`src/rtl/rv32imf_pkg.sv`:
```
// Shared types for the rv32imf data-side OBI path: request/response payloads and sizing helpers.
package rv32imf_pkg;

   typedef struct packed {
      logic [31:0] addr;
      logic        we;
      logic [3:0]  be;
      logic [31:0] wdata;
      logic [5:0]  atop;
   } obi_req_t;

   typedef struct packed {
      logic [31:0] rdata;
      logic        err;
   } obi_rsp_t;

   localparam int unsigned OBI_NUM_MASTERS = 2;

   // Bits needed to hold a value in 0..depth inclusive.
   function automatic int unsigned cnt_width(input int unsigned depth);
      return $clog2(depth + 1);
   endfunction

endpackage

```
`src/rtl/rv32imf_obi_id_fifo.sv`:
```
// Owner-ID FIFO for outstanding OBI transactions; 1-bit entries, registered state, head visible same cycle.
// Push is ignored when full and pop when empty; the caller guarantees neither happens in normal use.
module rv32imf_obi_id_fifo
   import rv32imf_pkg::*;
#(
   parameter  int unsigned DEPTH = 2,
   localparam int unsigned CW    = cnt_width(DEPTH)
) (
   input  logic          clk,
   input  logic          rst_n,
   input  logic          push_i,
   input  logic          push_dat_i,
   input  logic          pop_i,
   output logic          head_o,
   output logic          empty_o,
   output logic          full_o,
   output logic [CW-1:0] count_o
);

   localparam int unsigned PW = (DEPTH > 1) ? $clog2(DEPTH) : 1;

   logic [DEPTH-1:0] r_mem;
   logic [PW-1:0]    r_wr_ptr;
   logic [PW-1:0]    r_rd_ptr;
   logic [CW-1:0]    r_count;
   logic             w_push;
   logic             w_pop;

   function automatic logic [PW-1:0] ptr_inc(input logic [PW-1:0] p);
      return (p == PW'(DEPTH - 1)) ? '0 : p + 1'b1;
   endfunction

   assign empty_o = (r_count == '0);
   assign full_o  = (r_count == CW'(DEPTH));
   assign count_o = r_count;
   assign head_o  = r_mem[r_rd_ptr];
   assign w_push  = push_i & ~full_o;
   assign w_pop   = pop_i & ~empty_o;

   always_ff @(posedge clk or negedge rst_n) begin
      if (!rst_n) begin
         r_mem    <= '0;
         r_wr_ptr <= '0;
         r_rd_ptr <= '0;
         r_count  <= '0;
      end else begin
         if (w_push) begin
            r_mem[r_wr_ptr] <= push_dat_i;
            r_wr_ptr        <= ptr_inc(r_wr_ptr);
         end
         if (w_pop) begin
            r_rd_ptr <= ptr_inc(r_rd_ptr);
         end
         case ({w_push, w_pop})
            2'b10:   r_count <= r_count + 1'b1;
            2'b01:   r_count <= r_count - 1'b1;
            default: r_count <= r_count;
         endcase
      end
   end

endmodule

```
`src/rtl/rv32imf_data_obi_arbiter.sv`:
```
// Two-master OBI data-port arbiter: zero-cycle request/grant path, selection held until grant.
// Issue stalls when MAX_OUTSTANDING transactions are in flight; responses return in grant order.
module rv32imf_data_obi_arbiter
   import rv32imf_pkg::*;
#(
   parameter int unsigned MAX_OUTSTANDING = 2,
   parameter bit          FIXED_PRIO      = 1'b0
) (
   input  logic             clk,
   input  logic             rst_n,
   input  logic [1:0]       m_req_i,
   output logic [1:0]       m_gnt_o,
   input  logic [1:0][31:0] m_addr_i,
   input  logic [1:0]       m_we_i,
   input  logic [1:0][3:0]  m_be_i,
   input  logic [1:0][31:0] m_wdata_i,
   input  logic [1:0][5:0]  m_atop_i,
   output logic [1:0]       m_rvalid_o,
   output logic [31:0]      m_rdata_o,
   output logic             m_err_o,
   output logic             s_req_o,
   input  logic             s_gnt_i,
   output logic [31:0]      s_addr_o,
   output logic             s_we_o,
   output logic [3:0]       s_be_o,
   output logic [31:0]      s_wdata_o,
   output logic [5:0]       s_atop_o,
   input  logic             s_rvalid_i,
   input  logic [31:0]      s_rdata_i,
   input  logic             s_err_i,
   output logic             busy_o
);

   localparam int unsigned CW = cnt_width(MAX_OUTSTANDING);

   logic                                r_lock;
   logic                                r_sel;
   logic                                r_rr_last;
   obi_req_t [OBI_NUM_MASTERS-1:0]      w_mreq;
   obi_req_t                            w_sel_req;
   obi_rsp_t                            w_rsp;
   logic                                w_sel;
   logic                                w_sreq;
   logic                                w_hs;
   logic                                w_pop;
   logic                                w_head;
   logic                                w_empty;
   logic                                w_full;
   logic [CW-1:0]                       w_count;

   always_comb begin
      for (int i = 0; i < OBI_NUM_MASTERS; i++) begin
         w_mreq[i] = '{addr:  m_addr_i[i],
                       we:    m_we_i[i],
                       be:    m_be_i[i],
                       wdata: m_wdata_i[i],
                       atop:  m_atop_i[i]};
      end
   end

   // A stalled address phase keeps its master until granted, whatever the other side does.
   always_comb begin
      w_sel = 1'b0;
      if (r_lock) begin
         w_sel = r_sel;
      end else begin
         case (m_req_i)
            2'b01:   w_sel = 1'b0;
            2'b10:   w_sel = 1'b1;
            2'b11:   w_sel = FIXED_PRIO ? 1'b0 : ~r_rr_last;
            default: w_sel = 1'b0;
         endcase
      end
   end

   assign w_sreq    = m_req_i[w_sel] & ~w_full;
   assign w_hs      = w_sreq & s_gnt_i;
   assign w_sel_req = w_mreq[w_sel];

   assign s_req_o   = w_sreq;
   assign s_addr_o  = w_sel_req.addr;
   assign s_we_o    = w_sel_req.we;
   assign s_be_o    = w_sel_req.be;
   assign s_wdata_o = w_sel_req.wdata;
   assign s_atop_o  = w_sel_req.atop;
   assign m_gnt_o   = w_hs ? (w_sel ? 2'b10 : 2'b01) : 2'b00;

   always_ff @(posedge clk or negedge rst_n) begin
      if (!rst_n) begin
         r_lock    <= 1'b0;
         r_sel     <= 1'b0;
         r_rr_last <= 1'b1;
      end else begin
         if (w_sreq && !s_gnt_i) begin
            r_lock <= 1'b1;
            r_sel  <= w_sel;
         end else if (w_hs) begin
            r_lock    <= 1'b0;
            r_rr_last <= w_sel;
         end else if (r_lock && !m_req_i[r_sel]) begin
            r_lock <= 1'b0;
         end
      end
   end

   rv32imf_obi_id_fifo #(
      .DEPTH      (MAX_OUTSTANDING)
   ) u_id_fifo (
      .clk        (clk),
      .rst_n      (rst_n),
      .push_i     (w_hs),
      .push_dat_i (w_sel),
      .pop_i      (w_pop),
      .head_o     (w_head),
      .empty_o    (w_empty),
      .full_o     (w_full),
      .count_o    (w_count)
   );

   // Responses with nothing outstanding (e.g. late ones after reset) are dropped here.
   assign w_pop      = s_rvalid_i & ~w_empty;
   assign m_rvalid_o = w_pop ? (w_head ? 2'b10 : 2'b01) : 2'b00;
   assign w_rsp      = '{rdata: s_rdata_i, err: s_err_i};
   assign m_rdata_o  = w_rsp.rdata;
   assign m_err_o    = w_rsp.err;
   assign busy_o     = (w_count != '0) | w_sreq;

   a_lock_hold: assert property (@(posedge clk) disable iff (!rst_n)
      !(r_lock && !m_req_i[r_sel]))
      else $error("locked master withdrew its request before grant");

   c_stray_rsp: cover property (@(posedge clk) disable iff (!rst_n)
      s_rvalid_i && w_empty);

endmodule

```
`config.mk`:
```
export PLATFORM = sky130hd
export DESIGN_NAME = rv32imf_data_obi_arbiter
export DESIGN_NICKNAME = d
export VERILOG_FILES = /design/src/rtl/rv32imf_pkg.sv /design/src/rtl/rv32imf_obi_id_fifo.sv /design/src/rtl/rv32imf_data_obi_arbiter.sv
export SDC_FILE = /design/constraint.sdc
export NUM_CORES = 1
export LEC_CHECK = 0
export ABC_CLOCK_PERIOD_IN_PS = 2200
export BUFFER_PORTS_ARGS = -buffer_cell sky130_fd_sc_hd__buf_2
export CAP_MARGIN = 20
export CORE_AREA = 8 8 110 112
export DETAILED_ROUTE_END_ITERATION = 8
export DIE_AREA = 0 0 118 120
export PLACE_DENSITY = 0.58
export SKIP_CTS_REPAIR_TIMING = 1
export SLEW_MARGIN = 20
export SYNTH_ARGS = -nofsm -noshare
export SYNTH_HDL_FRONTEND = slang
export SYNTH_SLANG_ARGS = --single-unit
```
`constraint.sdc`:
```
create_clock -name clk -period 2.2 [get_ports clk]
set_input_delay 0.44 -clock clk [delete_from_list [all_inputs] [get_ports clk]]
set_output_delay 0.44 -clock clk [all_outputs]
set_load 0.02 [all_outputs]
```
==> flow_summary.yaml, run 1 <==
critical_path:
  r2r_cells: 5
  timing_worst_setup_path_type: "reg -> out"
  worst-path-buf-inv: 2
  critical_path.slowest_cell: "sky130_fd_sc_hd__dfstp_2"
  cp_cell_sequence: "a211oi_4, a21oi_4, buf_12, mux2_2, buf_2"
  worst_ep_required_ps: 1760
  cp.depth: 5
  max_stage_delay_ps: 560
  worst-path-max-fanout: 39
  crit_path_end_kind: "output pin"
  critPathTopFamily: "flip-flops"
  crit_path_start_kind: "flip-flop"
  arr_time_crit_path_ps: 1870
worst_hold_path:
  hold_path.class: "in -> async"
synthesis:
  synth_area_per_cell_um2: 10.7
  post_synth_most_frequent_cells: "sky130_fd_sc_hd__mux2_2 (60), sky130_fd_sc_hd__buf_4 (33), sky130_fd_sc_hd__mux2_4 (18)"
  synth_largest_area_cell: "sky130_fd_sc_hd__mux2_2"
  syn-cell-area_um2: 1710
  synth.most_common_cell: "sky130_fd_sc_hd__mux2_2"
  ys_top_cells_by_area: "sky130_fd_sc_hd__mux2_2 (40%), sky130_fd_sc_hd__mux2_4 (16%), sky130_fd_sc_hd__buf_4 (14%)"
  ys_async_sr_fraction_pct: 100
  dominantRegCellSynth: "sky130_fd_sc_hd__dfrtp_1"
  yosysWarnings: 0
  syn_nets: 350
  yosysSeqAreaShare_pct: 13.3
  synthesis.instances: 160
  synth_edf_count: 0
  yosysTopAreaCellShare_pct: 39.5
  post_synth_num_cell_types: 26
  synth-seq-cells: 9
layout:
  nNetsFinal: 553
  antenna_cells_inserted: 0
  drive_gt1_share_pct: 90.6
  area_growth_from_synthesis_to_final_layout_pct: 74.3
  filler_cell_count: 1139
  final_core_utilization_pct: 28.4
power:
  static-leakage-power_nw: 1.62
  power.clock.fraction_pct: 6.0
  power.switching_fraction_pct: 47.3
  irDropWorstVdd_v: 0.000525
  power.sequential.fraction_pct: 11.4
  comb_power_share_pct: 82.7
  p_sw_mw: 1.50
  power_density_nw_per_um2: 1070
  p_int_mw: 1.67
sta:
  fin_crit_sh_pct: 105
  timing.clock.skew_ps: 1.51
  grt_setup_unrepaired: "true"
  post-route-worst-setup-slack_ps: -111
  finalWorstPathRequiredPeriod_ps: 2310
  tightestPinTransition_ps: 488
  setup_viol: 74
  timing_hold_violations_final: 0
  fmax_mhz: 433
  max_slew_margin_pct: 67.1
  finalMaxSlewViolations: 0
  final_setup_tns_ps: -4710
route:
  drt-total-wl_um: 7790
  antenna_violating_nets_post_route: 0
  initialDrtViolationCount: 32
  viasPerCell: 3.91
  route.vias.total: 1961
  drt_drc_violations_left: 0
  drt-pass1-iter-count: 4
  routedWlPerCell_um: 15.5
clock_tree:
  cts-buffers-inserted: 3
  cts-htree-levels: 1
  cts.path.max_buffers: 2
  clock_insertion_delay_worst_skew_ps: 230
  clock_tree_from_tritoncts: "done"
  clk_transition_reported_paths_ps: 50
  clock_sinks: 9
  clock-root-buffer: "sky130_fd_sc_hd__clkbuf_8"
placement:
  dp_hpwl_um: 7140
  place_congestion: 0.782
  port_buffers: 236
die:
  die_height_um: 120
  chipWidth_um: 118
  io_pins: 303
  core_area_um2: 10500
  die_area_um2: 14200
  initial_utilization_pct: 16.3
  std_cell_rows: 38
job:
  number_of_max_capacitance_violations_reported: 0
grt:
  first_global_vias: 2362
  grt_util_all_layers_pct: 10.0
  globalRoute.totalOverflow: 0
  grt_antenna_before_repair: 0
  grt_first_pass_wirelength_um: 12100
  grt_max_degree: 40
run_status:
  status: "finished with violations"
  violated_checks: "setup timing"
[worst paths after layout]
path | startpoint | end | slack (ps)
max | r_rr_last | s_wdata_o[25] | -110
min | rst_n | u_id_fifo.count_o[1] | 50
max reg2reg | r_sel | u_id_fifo.count_o[1] | 450
min reg2reg | u_id_fifo.r_rd_ptr | u_id_fifo.r_rd_ptr | 500
max in group asynchronous | rst_n | r_rr_last | 1900
min in group clk | u_id_fifo.r_rd_ptr | u_id_fifo.r_rd_ptr | 500
[per-layer routing]
| layer | track usage, % | wire length [um] | vias up |
|---|---|---|---|
| li1 | - | - | 944 |
| met1 | 9.83 | 2860 | 846 |
| met2 | 19.3 | 4030 | 159 |
| met3 | 4.84 | 845 | 12 |
| met4 | 1.12 | 57 | 0 |
| met5 | 0 | 0 | - |
[cell families after synthesis]
| logic type | after synthesis | synth area share (%) |
|---|---|---|
| flops | 9 | 13.3 |
| buf+inv | 45 | 18.8 |
| fa+ha+maj | 1 | 0.732 |
| simple gates | 9 | 2.71 |
| mux | 79 | 55.9 |
| xor+xnor | 5 | 2.56 |
| compound gates | 12 | 6.00 |
[layout make-up]
class                      instances  area (um2)  area share (%)
clock buffer                       4        45.0            1.51
inverter                           4        15.0           0.504
multi-input combinational        106        1180            39.6
sequential                         9         229            7.69
tap                              140         175            5.88
timing repair buffer             239        1340            44.8
[through the flow]
step	instances	hold slack (ps)	power, mW	setup slack [ps]	instance area, um2
floorplan	160	144	2.22	242	1710
global placement	498	295	2.84	69.5	2810
detailed placement	498	303	2.88	53.4	2810
CTS	502	56.8	3.08	-127	2860
global route	502	60.8	3.38	-200	2980
finish	502	54.1	3.18	-111	2980
[flip-flops by register name, summed over array words and instances, names as in the netlist]
signal / cells
r_lock: 1
r_rr_last: 1
u_id_fifo.r_mem: 2
u_id_fifo.r_rd_ptr: 1
u_id_fifo.r_wr_ptr: 1
r_sel: 1
u_id_fifo.count_o: 2
[placed cells by master (no fill, tap or decap), drive strengths merged]
cell / count
a211oi: 1
a21boi: 1
a21o: 1
a21oi: 1
a31o: 1
buf: 239
clkbuf: 4
dfrtp: 8
dfstp: 1
ha: 1
inv: 4
mux2: 78
mux2i: 1
nand2b: 1
nor2: 5
nor2b: 1
o2111ai: 1
o211ai: 1
o21ai: 3
o31ai: 2
or3: 1
or3b: 1
xnor2: 4
xor2: 1
[power groups by stage]
| stage | logic, mW | clock network, mW | registers, mW |
|---|---|---|---|
| after global placement | 2.49 | 0 | 0.348 |
| after floorplan | 1.89 | 0 | 0.323 |
| final | 2.63 | 0.190 | 0.361 |
| after global routing | 2.80 | 0.205 | 0.375 |
| after detailed placement | 2.53 | 0 | 0.351 |
| after CTS | 2.54 | 0.194 | 0.350 |
[worst register-to-register path, cell delays in order, from the launching register on]
cell and delay [ps]:
sky130_fd_sc_hd__dfrtp_2 450, sky130_fd_sc_hd__or3b_1 420, sky130_fd_sc_hd__o2111ai_2 200, sky130_fd_sc_hd__ha_1 330, sky130_fd_sc_hd__nor2_1 140, sky130_fd_sc_hd__xor2_1 140
Note: power is estimated with default switching activity, not from simulation.
==> run 2, diff against run 1 <==
--- a/config.mk
+++ b/config.mk
@@ -5,12 +5,12 @@
 export SDC_FILE = /design/constraint.sdc
 export NUM_CORES = 1
 export LEC_CHECK = 0
-export ABC_CLOCK_PERIOD_IN_PS = 2200
+export ABC_CLOCK_PERIOD_IN_PS = 2900
 export BUFFER_PORTS_ARGS = -buffer_cell sky130_fd_sc_hd__buf_2
 export CAP_MARGIN = 20
-export CORE_AREA = 8 8 110 112
+export CORE_AREA = 8 8 111 113
 export DETAILED_ROUTE_END_ITERATION = 8
-export DIE_AREA = 0 0 118 120
+export DIE_AREA = 0 0 119 121
 export PLACE_DENSITY = 0.58
 export SKIP_CTS_REPAIR_TIMING = 1
 export SLEW_MARGIN = 20
==> constraint.sdc (replaced) <==
create_clock -name clk -period 2.9 [get_ports clk]
set_input_delay 0.58 -clock clk [delete_from_list [all_inputs] [get_ports clk]]
set_output_delay 0.58 -clock clk [all_outputs]
set_load 0.02 [all_outputs]
==> run 2 against run 1 <==
The flow now finishes without violations. Routed wire length is 11% higher. Final cell count stayed put. Critical path depth stayed put. Cell area is 4.5% lower. Clock-buffer cell count stayed put. First-iteration DRC count is 56% lower. Global-route usage is 0.87 points higher. Sequential cell count stayed put. Utilization is 1.5 points lower. Combinational power is 27% lower. Total power is 27% lower. Sequential power is 27% lower. Largest cell class unchanged.
==> flow_summary.yaml, run 2 (synthesized netlist as in run 1, its figures left out) <==
power:
  power.clock.fraction_pct: 6.2
  p_sw_mw: 1.16
  irDropWorstVdd_v: 0.000387
  power.sequential.fraction_pct: 11.4
  p_int_mw: 1.16
  power_density_nw_per_um2: 816
  finalPower_mw: 2.32
  power.switching_fraction_pct: 50.0
  static-leakage-power_nw: 1.58
  comb_power_share_pct: 82.4
route:
  viasPerCell: 3.97
  antenna_violating_nets_post_route: 0
  drt-total-wl_um: 8660
  drt-pass1-iter-count: 4
  initialDrtViolationCount: 14
  drt_drc_violations_left: 0
  routedWlPerCell_um: 17.3
  route.vias.total: 1992
sta:
  timing_hold_violations_final: 0
  finalWorstPathRequiredPeriod_ps: 2550
  hold_ws_ps: 196
  finalMaxSlewViolations: 0
  grt_setup_unrepaired: "false"
  setup_viol: 0
  fin_crit_sh_pct: 88.0
  tightestPinTransition_ps: 495
  fmax_mhz: 392
  post-route-worst-setup-slack_ps: 348
  final_setup_tns_ps: 0
  max_slew_margin_pct: 66.6
  timing.clock.skew_ps: 0.245
critical_path:
  r2r_cells: 6
  timing.reg2reg.setup_slack_ps: 970
  critPathTopFamily: "buffers and inverters"
  cp_cell_sequence: "a211oi_2, a21oi_4, buf_4, mux2_2, buf_2"
  crit_path_start_kind: "flip-flop"
  critical_path.slowest_cell: "sky130_fd_sc_hd__dfstp_2"
  worst-path-buf-inv: 2
  crit_path_end_kind: "output pin"
  timing_worst_setup_path_type: "reg -> out"
  worst_ep_required_ps: 2320
  rr_startpoint: "r_sel"
  arr_time_crit_path_ps: 1970
  max_stage_delay_ps: 530
  worst-path-max-fanout: 27
  worstReg2RegEnd: "u_id_fifo.count_o[1]"
die:
  core_area_um2: 10600
  std_cell_rows: 38
  die_area_um2: 14400
  initial_utilization_pct: 16.1
  die_height_um: 121
  io_pins: 303
  chipWidth_um: 119
clock_tree:
  clock_tree_from_tritoncts: "done"
  clock_sinks: 9
  clock-root-buffer: "sky130_fd_sc_hd__clkbuf_8"
  cts-buffers-inserted: 3
  clk_transition_reported_paths_ps: 50
  cts.path.max_buffers: 2
  clock_insertion_delay_worst_skew_ps: 230
  cts-htree-levels: 1
grt:
  gr_layer_usage_met3_pct: 9.31
  first_global_vias: 2280
  globalRoute.totalOverflow: 0
  grt_max_degree: 52
  gr-usage-met1_pct: 10.5
  grt_antenna_before_repair: 0
  grt_first_pass_wirelength_um: 12700
  globalRouteMet2Util_pct: 18.0
  grt-busiest-layer: "met2"
  grt_util_all_layers_pct: 10.9
placement:
  dp_hpwl_um: 8030
  post-place-ws_ps: 372
  place_congestion: 0.775
  port_buffers: 236
layout:
  area_growth_from_synthesis_to_final_layout_pct: 66.5
  most-common-layout-cells: "sky130_fd_sc_hd__buf_2 (236), sky130_fd_sc_hd__mux2_2 (60), sky130_fd_sc_hd__mux2_4 (18)"
  nNetsFinal: 553
  antenna_cells_inserted: 0
  final_core_utilization_pct: 26.8
  drive_gt1_share_pct: 90.1
  layout_commonest_cell: "sky130_fd_sc_hd__buf_2"
job:
  number_of_max_capacitance_violations_reported: 0
worst_hold_path:
  hold_path.class: "in -> async"
run_status:
  status: "finished, final reports clean"
-- run 2: final cells by class --
class	count	area, um2
multi-input combinational	106	1170
clock buffer	4	45.0
fill	1157	7760
timing repair buffer	239	1220
tap	140	175
inverter	4	15.0
sequential	9	226
-- run 2: worst max-delay path by stage --
stage          slack [ps]  cells past startpoint           end       start
3_5_place_dp          370                      7  s_addr_o[23]  m_req_i[1]
2_1_floorplan         660                      4        busy_o  m_req_i[0]
4_1_cts               330                      5  s_addr_o[17]   r_rr_last
6_report              350                      5  s_addr_o[23]   r_rr_last
3_3_place_gp          410                      7  s_addr_o[31]  m_req_i[1]
5_1_grt               270                      5  s_addr_o[17]   r_rr_last
-- run 2: per-stage QoR --
step                instances  area (um2)
detailed placement        498        2800
global route              502        2850
floorplan                 160        1710
global placement          498        2800
CTS                       502        2850
finish                    502        2850
-- run 2: power groups by stage --
stage / combinational, mW / clock (mW) / sequential [mW]
floorplan: 1.44 / 0 / 0.245
global placement: 1.92 / 0 / 0.262
detailed placement: 1.94 / 0 / 0.266
CTS: 1.96 / 0.149 / 0.265
global route: 2.05 / 0.156 / 0.274
finish: 1.92 / 0.144 / 0.265
-- run 2: metal layers --
| layer | wire length [um] | vias to the layer above |
|---|---|---|
| met4 | 41 | 0 |
| met2 | 3980 | 181 |
| met3 | 1640 | 6 |
| met5 | 0 | - |
| li1 | - | 946 |
| met1 | 3000 | 859 |
